[config.mk]
export PLATFORM = sky130hd
export DESIGN_NAME = button_event_decoder
export DESIGN_NICKNAME = d
export VERILOG_FILES = /design/src/rtl/button_event_pkg.sv /design/src/rtl/edge_detector.sv /design/src/rtl/button_event_decoder.sv
export SDC_FILE = /design/constraint.sdc
export NUM_CORES = 1
export LEC_CHECK = 0
export BUFFER_PORTS_ARGS = -buffer_cell sky130_fd_sc_hd__buf_2
export CAP_MARGIN = 20
export CORE_ASPECT_RATIO = 0.5
export CORE_MARGIN = 1
export CORE_UTILIZATION = 60
export CTS_CLUSTER_DIAMETER = 200
export DETAILED_ROUTE_END_ITERATION = 8
export GPL_ROUTABILITY_DRIVEN = 0
export GPL_TIMING_DRIVEN = 0
export PLACE_DENSITY = 0.78
export SKIP_LAST_GASP = 1
export SLEW_MARGIN = 30
export SYNTH_ARGS = -nofsm -noshare
export SYNTH_HDL_FRONTEND = slang
export SYNTH_SLANG_ARGS = --single-unit
[constraint.sdc]
create_clock -name clk -period 2.59 [get_ports clk]
set_clock_uncertainty 0.05 [all_clocks]
set_input_delay 0.6475 -clock clk [delete_from_list [all_inputs] [get_ports clk]]
set_output_delay 0.6475 -clock clk [all_outputs]
set_load 0.05 [all_outputs]
[src/rtl/button_event_pkg.sv]
// Shared constants for the push-button event decoder: FSM state codes and
// default timing at a 50 MHz system clock.
package button_event_pkg;

   localparam int unsigned STATE_W = 3;

   localparam logic [STATE_W-1:0] ST_IDLE      = 3'd0;
   localparam logic [STATE_W-1:0] ST_PRESS1    = 3'd1;
   localparam logic [STATE_W-1:0] ST_WAIT2     = 3'd2;
   localparam logic [STATE_W-1:0] ST_PRESS2    = 3'd3;
   localparam logic [STATE_W-1:0] ST_LONG_HELD = 3'd4;

   localparam int unsigned LONG_PRESS_CLKS_DEF = 50_000_000;
   localparam int unsigned DCLICK_GAP_CLKS_DEF = 15_000_000;

   function automatic int unsigned max_u(input int unsigned a, input int unsigned b);
      return (a > b) ? a : b;
   endfunction

endpackage

[src/rtl/edge_detector.sv]
// Registered rise/fall strobes for a synchronous level. The level register
// loads the live input during reset so a level held through reset is no edge.
module edge_detector (
   input  logic clk,
   input  logic rst,
   input  logic lvl,
   output logic lvl_q,
   output logic rise_c,
   output logic fall_c,
   output logic rise_q,
   output logic fall_q
);

   logic rise_d;
   logic fall_d;

   assign rise_c = lvl & ~lvl_q;
   assign fall_c = ~lvl & lvl_q;

   always_comb begin
      rise_d = rise_c;
      fall_d = fall_c;
   end

   always_ff @(posedge clk) begin
      lvl_q <= lvl;
      if (rst) begin
         rise_q <= 1'b0;
         fall_q <= 1'b0;
      end else begin
         rise_q <= rise_d;
         fall_q <= fall_d;
      end
   end

endmodule

[src/rtl/button_event_decoder.sv]
// Turns a debounced button level into single-cycle press, release, click,
// double-click and long-press events.
module button_event_decoder
   import button_event_pkg::*;
#(
   parameter bit          ACTIVE_LOW      = 1'b1,
   parameter int unsigned LONG_PRESS_CLKS = LONG_PRESS_CLKS_DEF,
   parameter int unsigned DCLICK_GAP_CLKS = DCLICK_GAP_CLKS_DEF
) (
   input  logic clk,
   input  logic rst,
   input  logic pb_level,
   output logic pressed,
   output logic press_pulse,
   output logic release_pulse,
   output logic click_pulse,
   output logic double_pulse,
   output logic long_pulse
);

   localparam int unsigned CNT_W = $clog2(max_u(LONG_PRESS_CLKS, DCLICK_GAP_CLKS)) + 1;
   localparam logic [CNT_W-1:0] LONG_LIM = CNT_W'(LONG_PRESS_CLKS - 1);
   localparam logic [CNT_W-1:0] GAP_LIM  = CNT_W'(DCLICK_GAP_CLKS - 1);
   localparam logic [CNT_W-1:0] CNT_MAX  = '1;

   logic               lvl_c;
   logic               rise_c;
   logic               fall_c;
   logic [STATE_W-1:0] state_q, state_d;
   logic [CNT_W-1:0]   cnt_q, cnt_d;
   logic               click_q, click_d;
   logic               double_q, double_d;
   logic               long_q, long_d;

   assign lvl_c = pb_level ^ ACTIVE_LOW;

   edge_detector u_edge (
      .clk    (clk),
      .rst    (rst),
      .lvl    (lvl_c),
      .lvl_q  (pressed),
      .rise_c (rise_c),
      .fall_c (fall_c),
      .rise_q (press_pulse),
      .fall_q (release_pulse)
   );

   // State register, timer and gesture strobes
   always_ff @(posedge clk) begin
      if (rst) begin
         state_q  <= ST_IDLE;
         cnt_q    <= '0;
         click_q  <= 1'b0;
         double_q <= 1'b0;
         long_q   <= 1'b0;
      end else begin
         state_q  <= state_d;
         cnt_q    <= cnt_d;
         click_q  <= click_d;
         double_q <= double_d;
         long_q   <= long_d;
      end
   end

   // Next state: an edge always takes priority over a timer limit
   always_comb begin
      state_d = state_q;
      case (state_q)
         ST_IDLE:      if (rise_c) state_d = ST_PRESS1;
         ST_PRESS1: begin
            if (fall_c)                 state_d = ST_WAIT2;
            else if (cnt_q == LONG_LIM) state_d = ST_LONG_HELD;
         end
         ST_WAIT2: begin
            if (rise_c)                state_d = ST_PRESS2;
            else if (cnt_q == GAP_LIM) state_d = ST_IDLE;
         end
         ST_PRESS2: begin
            if (fall_c)                 state_d = ST_IDLE;
            else if (cnt_q == LONG_LIM) state_d = ST_LONG_HELD;
         end
         ST_LONG_HELD: if (fall_c) state_d = ST_IDLE;
         default:      state_d = ST_IDLE;
      endcase
   end

   // Timer and gesture strobes derived from the transition taken
   always_comb begin
      cnt_d    = cnt_q;
      click_d  = 1'b0;
      double_d = 1'b0;
      long_d   = 1'b0;
      if (state_d != state_q) begin
         cnt_d = '0;
      end else if ((state_q inside {ST_PRESS1, ST_WAIT2, ST_PRESS2}) && (cnt_q != CNT_MAX)) begin
         cnt_d = cnt_q + CNT_W'(1);
      end
      click_d  = (state_q == ST_WAIT2)  && (state_d == ST_IDLE);
      double_d = (state_q == ST_PRESS2) && (state_d == ST_IDLE);
      long_d   = (state_q != ST_LONG_HELD) && (state_d == ST_LONG_HELD);
   end

   assign click_pulse  = click_q;
   assign double_pulse = double_q;
   assign long_pulse   = long_q;

endmodule

Word-level counts from Yosys, hierarchy flattened
Index checks and enable logic that the tools add are counted.
- memories: 0
- memory bits (read-only): 0
- bits in latches: 0
- bits in registers: 36
- bits in writable memories: 0
- logic and storage cells: 39
- output and inout bits: 6
- bitwise logic cells: 4
- $lt $le $gt $ge: 0
- reductions and logical operators: 8
- shift operators: 0
- mux-type cells: 8
- equal/unequal tests: 10
- add/subtract/negate cells: 1
- multipliers: 0
- div/mod/pow operators: 0
- operators with widths (operator ; count):
    adder 27 x 1 -> 27 bit (second input constant) ; 1
    equality test 27 x 24 -> 1 bit (second input constant) ; 1
    equality test 27 x 26 -> 1 bit (second input constant) ; 1
    inequality test 27 bit (second input constant) ; 1
    2-to-1 mux 3 bit ; 7
    one-hot mux 3 bit (5 select lines) ; 1
    equality test 3 x 2 -> 1 bit (second input constant) ; 2
    equality test 3 bit (second input constant) ; 2
    logical NOT 3 bit ; 2
    logical AND 1 bit ; 4
    equality test 3 x 1 -> 1 bit (second input constant) ; 1
    inequality test 3 bit ; 1
    inequality test 3 bit (second input constant) ; 1
    nonzero test 3 bit ; 1
    bitwise AND 1 bit ; 2
    NOT 1 bit ; 2
    OR reduction 2 bit ; 1

Logic depth before layout (Yosys ltp)
Gate-level depths: netlist of run 1.
- depth after elaboration: 6
- mapped depth: 7

Hierarchy
From an unflattened synthesis of run 1, not the netlist that was laid out.
- cells, all modules: 215
- area total of the unflattened synthesis: 2034.5 µm²
- by module, submodules not included (module ; instances ; area an instance (µm²) ; cells each):
    button_event_decoder ; 1 ; 1941.9 ; 208
    edge_detector ; 1 ; 92.6 ; 7

Worst setup path after synthesis of run 1
OpenSTA, ideal clock, no wires.
- path type: flip-flop to flip-flop
- start: reg cnt_q[0]
- end: reg cnt_q[18]
- setup slack: 0.467 ns
- arrival: 1.941 ns
- setup time: 0.132 ns
- period minus slack after synthesis: 2.123 ns
- stages on the path, launching flop included: 8
- path buffers: 1
- required time: 2.408 ns
- path through: dfxtp_1 > ha_1 > or4b_1 > nor3_1 > nand2_1 > a22oi_4 > buf_6 > a22oi_1
- longest elaborated chain between the ends: 6
- elaborated cells on any way between the ends: 13
- classes of those cells: add/sub (1); eq/ne (4); mux (6); reduce/logical (2)
- RTL lines (item ; line ; text):
    from (decl) ; button_event_decoder.sv:30 ; logic [CNT_W-1:0] cnt_q, cnt_d;
    from (signal assigned) ; button_event_decoder.sv:58 ; cnt_q <= cnt_d;
    equality test 27 x 26 -> 1 bit or equality test 27 x 24 -> 1 bit (tied branches) ; button_event_decoder.sv:72, button_event_decoder.sv:80, button_event_decoder.sv:76 ;
    2-to-1 mux 3 bit, on equally long branches ; button_event_decoder.sv:72, button_event_decoder.sv:80, button_event_decoder.sv:76 ;
    2-to-1 mux 3 bit, on equally long branches ; button_event_decoder.sv:79, button_event_decoder.sv:71, button_event_decoder.sv:75 ;
    one-hot mux 3 bit (5 select lines) ; button_event_decoder.sv:68 ; case (state_q)
    inequality test 3 bit ; button_event_decoder.sv:93 ; if (state_d != state_q) begin
    OR reduction 2 bit (no source line) ; -- ;
Parallel ways exist; a longest one is shown, timed or not.
A chain may end at the register's enable or synchronous reset.

Final worst setup path of run 1
Same ends and word-level chain as after synthesis.

==> results of run 1 <==
-- what timing repair did --
| item | in CTS | in global routing |
|---|---|---|
| buffers inserted | 0 | 2 |
| setup endpoints to repair | 0 | 20 |
| gates resized for setup | 0 | 3 |
-- flip-flops by register name (all words and copies together), names as in the netlist --
name / flops
long_pulse: 1
double_pulse: 1
u_edge.rise_q: 1
cnt_q: 27
u_edge.fall_q: 1
u_edge.lvl_q: 1
state_q: 3
click_pulse: 1
-- final timing paths --
kind | slack (ns) | end | startpoint | depth (start not counted)
setup / recovery | 0.11 | cnt_q[18] | cnt_q[0] | 7
setup reg to reg | 0.11 | cnt_q[18] | cnt_q[0] | 7
hold reg to reg | 0.47 | cnt_q[5] | cnt_q[5] | 2
hold / removal | 0.47 | cnt_q[5] | cnt_q[5] | 2
-- layout make-up --
type                       count  area (um^2)  share of cell area (%)
multi-input combinational    166         1140                    54.0
tap                           40         50.0                    2.37
inverter                       3         11.3                   0.533
buffer                         9         62.6                    2.96
timing repair buffer           9         50.0                    2.37
clock inverter                 1         5.00                   0.237
clock buffer                   6         72.6                    3.43
sequential                    36          721                    34.1
-- worst register-to-register path, stage by stage, from the launching register on --
cell and delay, ns:
dfxtp_1 0.41, ha_1 0.31, or4b_1 0.53, nor3_2 0.29, nand2_1 0.13, a22oi_4 0.35
buf_6 0.20, a22oi_1 0.09
-- cells in the final DEF, fill, tap and decap left out, drive strengths merged, types with 2 or more instances in the layout --
| master | netlist | final |
|---|---|---|
| dfxtp | 36 | 36 |
| nand3b | 2 | 2 |
| and3 | 5 | 5 |
| nor2 | 7 | 7 |
| a2111oi | 7 | 7 |
| or4 | 6 | 6 |
| buf | 7 | 16 |
| clkbuf | 2 | 8 |
| nand2b | 2 | 2 |
| a22oi | 10 | 10 |
| mux2i | 2 | 2 |
| nor4b | 2 | 2 |
| o21ai | 4 | 4 |
| or3 | 4 | 4 |
| a211oi | 7 | 7 |
| xor2 | 2 | 2 |
| xnor2 | 13 | 13 |
| and4 | 4 | 4 |
| nand3 | 15 | 15 |
| a21oi | 20 | 20 |
| inv | 3 | 3 |
| nand2 | 14 | 14 |
| a2bb2oi | 2 | 2 |
| nor4 | 2 | 2 |
| nor3 | 7 | 7 |
| o31ai | 6 | 6 |
| nand4 | 9 | 9 |
-- power breakdown --
group | internal, W | switching, W
Sequential | 0.000561 | 0.00000993
Combinational | 0.0000353 | 0.0000634
Clock | 0.000183 | 0.000199
Total | 0.000779 | 0.000272
-- logic make-up after synthesis --
logic type,after synthesis
and+or+nand+nor,86
AOI/OAI and AO/OA,62
DFF,36
xor gates and xnor gates,15
buffers and inverters,12
muxes,2
adders and majority gates,1
-- metal layers --
metal	part of all wire (%)	GRT usage [%]	up-vias
met3	7.8	8.57	7
li1	-	-	873
met4	1.2	6.32	0
met2	42	42.8	76
met1	49	44.5	830
met5	0	0	-
-- metrics by stage --
step | util [%] | instances | cell area, um^2
after global routing | 70.1 | 270 | 2110
final | 70.1 | 270 | 2110
after CTS | 69.0 | 268 | 2080
after global placement | 66.4 | 261 | 2000
after detailed placement | 66.4 | 261 | 2000
after floorplan | - | 214 | 1920
==> impl_metrics.csv, run 1 <==
group,metric,value,unit
logic_synthesis,synth_commonest_cells,"36 x dfxtp_1, 20 x a21oi_1, 15 x nand3_1",
logic_synthesis,ys_seq_elements,36,
routing,dr.pass1.iters,5,
outcome,outcome,"complete, no violations",
floorplan,io_pins,9,
clock_tree,clock_sinks,36,
critical_path,critPathTopFamily,"simple AND/OR/NAND/NOR gates",
logic_synthesis,yosysMostFrequentCell,"dfxtp_1",
sta,min_period,2.48,ns
floorplan,die_w,81.9,um
critical_path,start_kind,"flop",
logic_synthesis,synthDominantCellAreaShare,37.6,%
logic_synthesis,yosysSeqAreaShare,37.6,%
sta,whs,0.466,ns
cells_and_area,drive_above_1_share,13.5,%
logic_synthesis,synthAdderAreaFrac,0.653,%
sta,slew_viol_final,0,
global_routing,grt_start_max_net_pins,11,
routing,drt_iter0_drc,241,
logic_synthesis,ys.flop_type,"dfxtp_1",
critical_path,crit_arrival,2.59,ns
floorplan,rows,14,
power_and_ir_drop,p_total,0.00105,W
logic_synthesis,synthXorXnorAreaFrac,6.85,%
logic_synthesis,async_flop_share,0,%
cells_and_area,fillCellCount,241,
routing,drc,0,
sta,rsz0062_at_grt,"false",
sta,finalSetupTns,0,ns
clock_tree,clockBufferDepth,2,
sta,hold_viol,0,
sta,fmax,404,MHz
cells_and_area,antennaDiodeCount,0,
logic_synthesis,syn_nets,218,
critical_path,crit_chain,"ha_1 -> or4b_1 -> nor3_2 -> nand2_1 -> a22oi_4 -> buf_6 -> a22oi_1",
logic_synthesis,synth_compound_area_share,23.0,%
critical_path,cp_slowest_cell,"or4b_1",
logic_synthesis,synth_edf_count,0,
logic_synthesis,ys_top_cells_by_area,"dfxtp_1 38%, xnor2_1 5.9%, a21oi_1 5.2%, nand3_1 3.9%, a22oi_1 3.5%",
critical_path,end_kind,"flop",
global_routing,gr-total-overflow,0,
min_path,hold_class,"reg -> reg",
sta,slew_headroom,56.7,%
clock_tree,clkTransAtPathRegs,0.07,ns
critical_path,path_class,"reg -> reg",
floorplan,start_util,63.6,%
floorplan,die_height,42.0,um
global_routing,grt_pass1_vias,1549,
critical_path,critPathRequiredTime,2.70,ns
clock_tree,cts_tree,"yes",
routing,vias,1786,
logic_synthesis,synth_top_area_cell,"dfxtp_1",
critical_path,cp_max_fo,10,
clock_tree,numCtsBuffers,5,
floorplan,die-area,3440,um^2
global_routing,grt_usage,30.0,%
floorplan,core-area,3010,um^2
logic_synthesis,synthSimpleGateAreaFrac,27.0,%
placement,dp.final_hpwl,3.34,mm
run,cap_violations,0,
clock_tree,htreeDepth,2,
critical_path,crit_buf_inv,1,
logic_synthesis,syn_area,1920,um^2
placement,dp_slack,0.111,ns
logic_synthesis,synth_top_family_by_area,"simple AND/OR/NAND/NOR gates",
sta,min_period_over_period,95.6,%
placement,numPortBuffers,7,
clock_tree,cts_hold_buf,0,
cells_and_area,fin_nets,234,
sta,layout_setup_ws,0.113,ns
sta,worstMarginPinSlew,0.633,ns
global_routing,grt_first_pass_wirelength,7.59,mm
sta,setup_viol,0,
cells_and_area,syn_to_final_growth,10.2,%
clock_tree,root_buffer,"clkbuf_8",
logic_synthesis,syn_inst,214,
routing,vias_per_cell,6.61,
critical_path,cpPeakStageDelay,0.53,ns
logic_synthesis,postSynthAreaPerCell,8.96,um^2
logic_synthesis,synth.lib_cells_used.distinct,49,
power_and_ir_drop,powerDensity,498,nW/um^2
power_and_ir_drop,peakVddDrop,0.365,mV
clock_tree,clock_latency,0.29,ns
logic_synthesis,yosys_warnings,0,
power_and_ir_drop,power.leakage,0.683,nW
global_routing,antenna_found_initial,0,
routing,wl,4.76,mm
logic_synthesis,synth_mux_area_share,1.04,%
routing,wl_per_cell,17.6,um
routing,antenna_left,0,
(Power assumes the default switching activity.)
==> run 2: changes to the inputs <==
- CELL_PAD_IN_SITES_DETAIL_PLACEMENT: not set -> 1
- CELL_PAD_IN_SITES_GLOBAL_PLACEMENT: not set -> 1
- CORE_UTILIZATION: 60 -> 46
- PLACE_DENSITY: 0.78 -> 0.86
==> run 2 against run 1 <==
Sequential share of layout area fell by 0.44 points; setup slack improved by 0.012 ns; via count rose by 6.3%; hold slack got worse by 0.0059 ns; fmax rose by 0.50%; flip-flop and latch count did not move; wire length rose by 22%; cell count rose by 5.2%; register-to-register slack barely moved; total power rose by 4.4%; die area rose by 29%; combinational power rose by 5%; highest routed layer unchanged.
==> impl_metrics.csv, run 2 (synthesis results as in run 1) <==
group,metric,value,unit
outcome,outcome,"complete, no violations",
sta,min_period_over_period,95.2,%
global_routing,grt_usage,27.0,%
min_path,hold_class,"reg -> reg",
floorplan,core-area,3940,um^2
floorplan,die-area,4440,um^2
power_and_ir_drop,p_sw,0.000281,W
routing,antenna_left,0,
sta,finalSetupTns,0,ns
clock_tree,cts_tree,"yes",
critical_path,cp_max_fo,10,
cells_and_area,syn_to_final_growth,11.7,%
sta,layout_setup_ws,0.125,ns
cells_and_area,top_regs,"cnt_q x27, state_q x3",
clock_tree,clockBufferDepth,2,
sta,slew_headroom,58.8,%
floorplan,die_height,47.6,um
clock_tree,clock_sinks,36,
clock_tree,htreeDepth,2,
cells_and_area,fin_nets,233,
routing,vias_per_cell,6.69,
routing,drt_iter0_drc,185,
cells_and_area,final_util,54.3,%
global_routing,grt_pass1_vias,1747,
sta,worstMarginPinSlew,0.603,ns
critical_path,start_kind,"flop",
run,cap_violations,0,
power_and_ir_drop,clkPwrFrac,38.4,%
critical_path,end_kind,"flop",
floorplan,rows,16,
global_routing,gr-total-overflow,0,
clock_tree,clkTransAtPathRegs,0.07,ns
power_and_ir_drop,powerDensity,513,nW/um^2
cells_and_area,layout_commonest_cell,"dfxtp_1",
power_and_ir_drop,p_sw_share,25.6,%
routing,wl_per_cell,20.4,um
cells_and_area,drive_above_1_share,12.6,%
floorplan,die_w,93.3,um
routing,vias,1899,
routing,drc,0,
power_and_ir_drop,p_int,0.000816,W
floorplan,io_pins,9,
global_routing,grt_first_pass_wirelength,8.77,mm
placement,numPortBuffers,7,
global_routing,antenna_found_initial,0,
cells_and_area,antennaDiodeCount,0,
sta,fmax,406,MHz
critical_path,path_class,"reg -> reg",
cells_and_area,largest_reg_flops,27,
clock_tree,numCtsBuffers,5,
sta,rsz0062_at_grt,"false",
sta,setup_viol,0,
placement,dp_slack,0.0153,ns
power_and_ir_drop,peakVddDrop,0.182,mV
power_and_ir_drop,combPwrFrac,9.5,%
clock_tree,root_buffer,"clkbuf_8",
clock_tree,clock_latency,0.30,ns
global_routing,grt_start_max_net_pins,11,
power_and_ir_drop,power.leakage,0.685,nW
sta,min_period,2.47,ns
sta,slew_viol_final,0,
cells_and_area,top_register,"cnt_q",
routing,dr.pass1.iters,5,
placement,dp.final_hpwl,4.03,mm
sta,hold_viol,0,
critical_path,critPathRequiredTime,2.72,ns
floorplan,start_util,48.6,%
power_and_ir_drop,pwr-share-seq,52.1,%
routing,wl,5.80,mm
critical_path,crit_arrival,2.59,ns
cells_and_area,layout_common_cells,"36 x dfxtp_1, 20 x a21oi_1, 15 x nand3_1",
==> run 2: what timing repair did <==
action,CTS,global route
gates cloned,0,0
pin swaps,0,1
hold buffers,0,0
resized for setup,1,1
endpoints found under the setup margin,2,20
setup buffers,0,1
==> run 2: layout make-up <==
| type | instances | area (um^2) |
|---|---|---|
| flip-flops and latches | 36 | 721 |
| repair buffers | 8 | 55.1 |
| plain buffers | 9 | 62.6 |
| inverters | 3 | 11.3 |
| well taps | 54 | 67.6 |
| multi-input cells | 166 | 1130 |
| clock buffers | 8 | 90.1 |
| fillers | 474 | 1800 |
==> run 2: through the flow <==
stage	total power, W	instance area [um^2]	instances	hold slack (ns)
final	0.00110	2140	284	0.460
after global routing	0.00114	2140	284	0.489
after CTS	0.00109	2120	283	0.466
after detailed placement	0.000677	2020	275	0.448
after global placement	0.000672	2020	275	0.433
after floorplan	0.000650	1920	214	0.416
==> run 2: path summary, 6_finish.rpt <==
kind | slack, ns | depth (start not counted) | endpoint | startpoint
hold reg to reg | 0.46 | 2 | cnt_q[5] | cnt_q[5]
hold / removal | 0.46 | 2 | cnt_q[5] | cnt_q[5]
setup reg to reg | 0.12 | 7 | cnt_q[18] | cnt_q[0]
setup / recovery | 0.12 | 7 | cnt_q[18] | cnt_q[0]
==> run 2: critical path: stages, from the launching register on <==
cell      delay [ns]
dfxtp_1         0.41
ha_2            0.29
or4b_1          0.50
nor3_1          0.29
nand3_1         0.27
nand3b_4        0.24
buf_4           0.20
a22oi_1         0.09
==> run 2: power by group through the flow <==
stage / clock network (W) / logic (W) / registers [W]
floorplan: 0 / 0.0000610 / 0.000589
CTS: 0.000425 / 0.0000942 / 0.000571
global route: 0.000451 / 0.000112 / 0.000573
finish: 0.000422 / 0.000104 / 0.000572
detailed placement: 0 / 0.0000929 / 0.000584
global placement: 0 / 0.0000888 / 0.000583
==> run 2: layer usage <==
metal	global-route usage [%]	part of all wire, %	wire length, um
met5	0	0	0
met2	47.6	46	2680
met4	12.3	2.3	131
met1	33.0	45	2580
met3	6.35	7.0	404
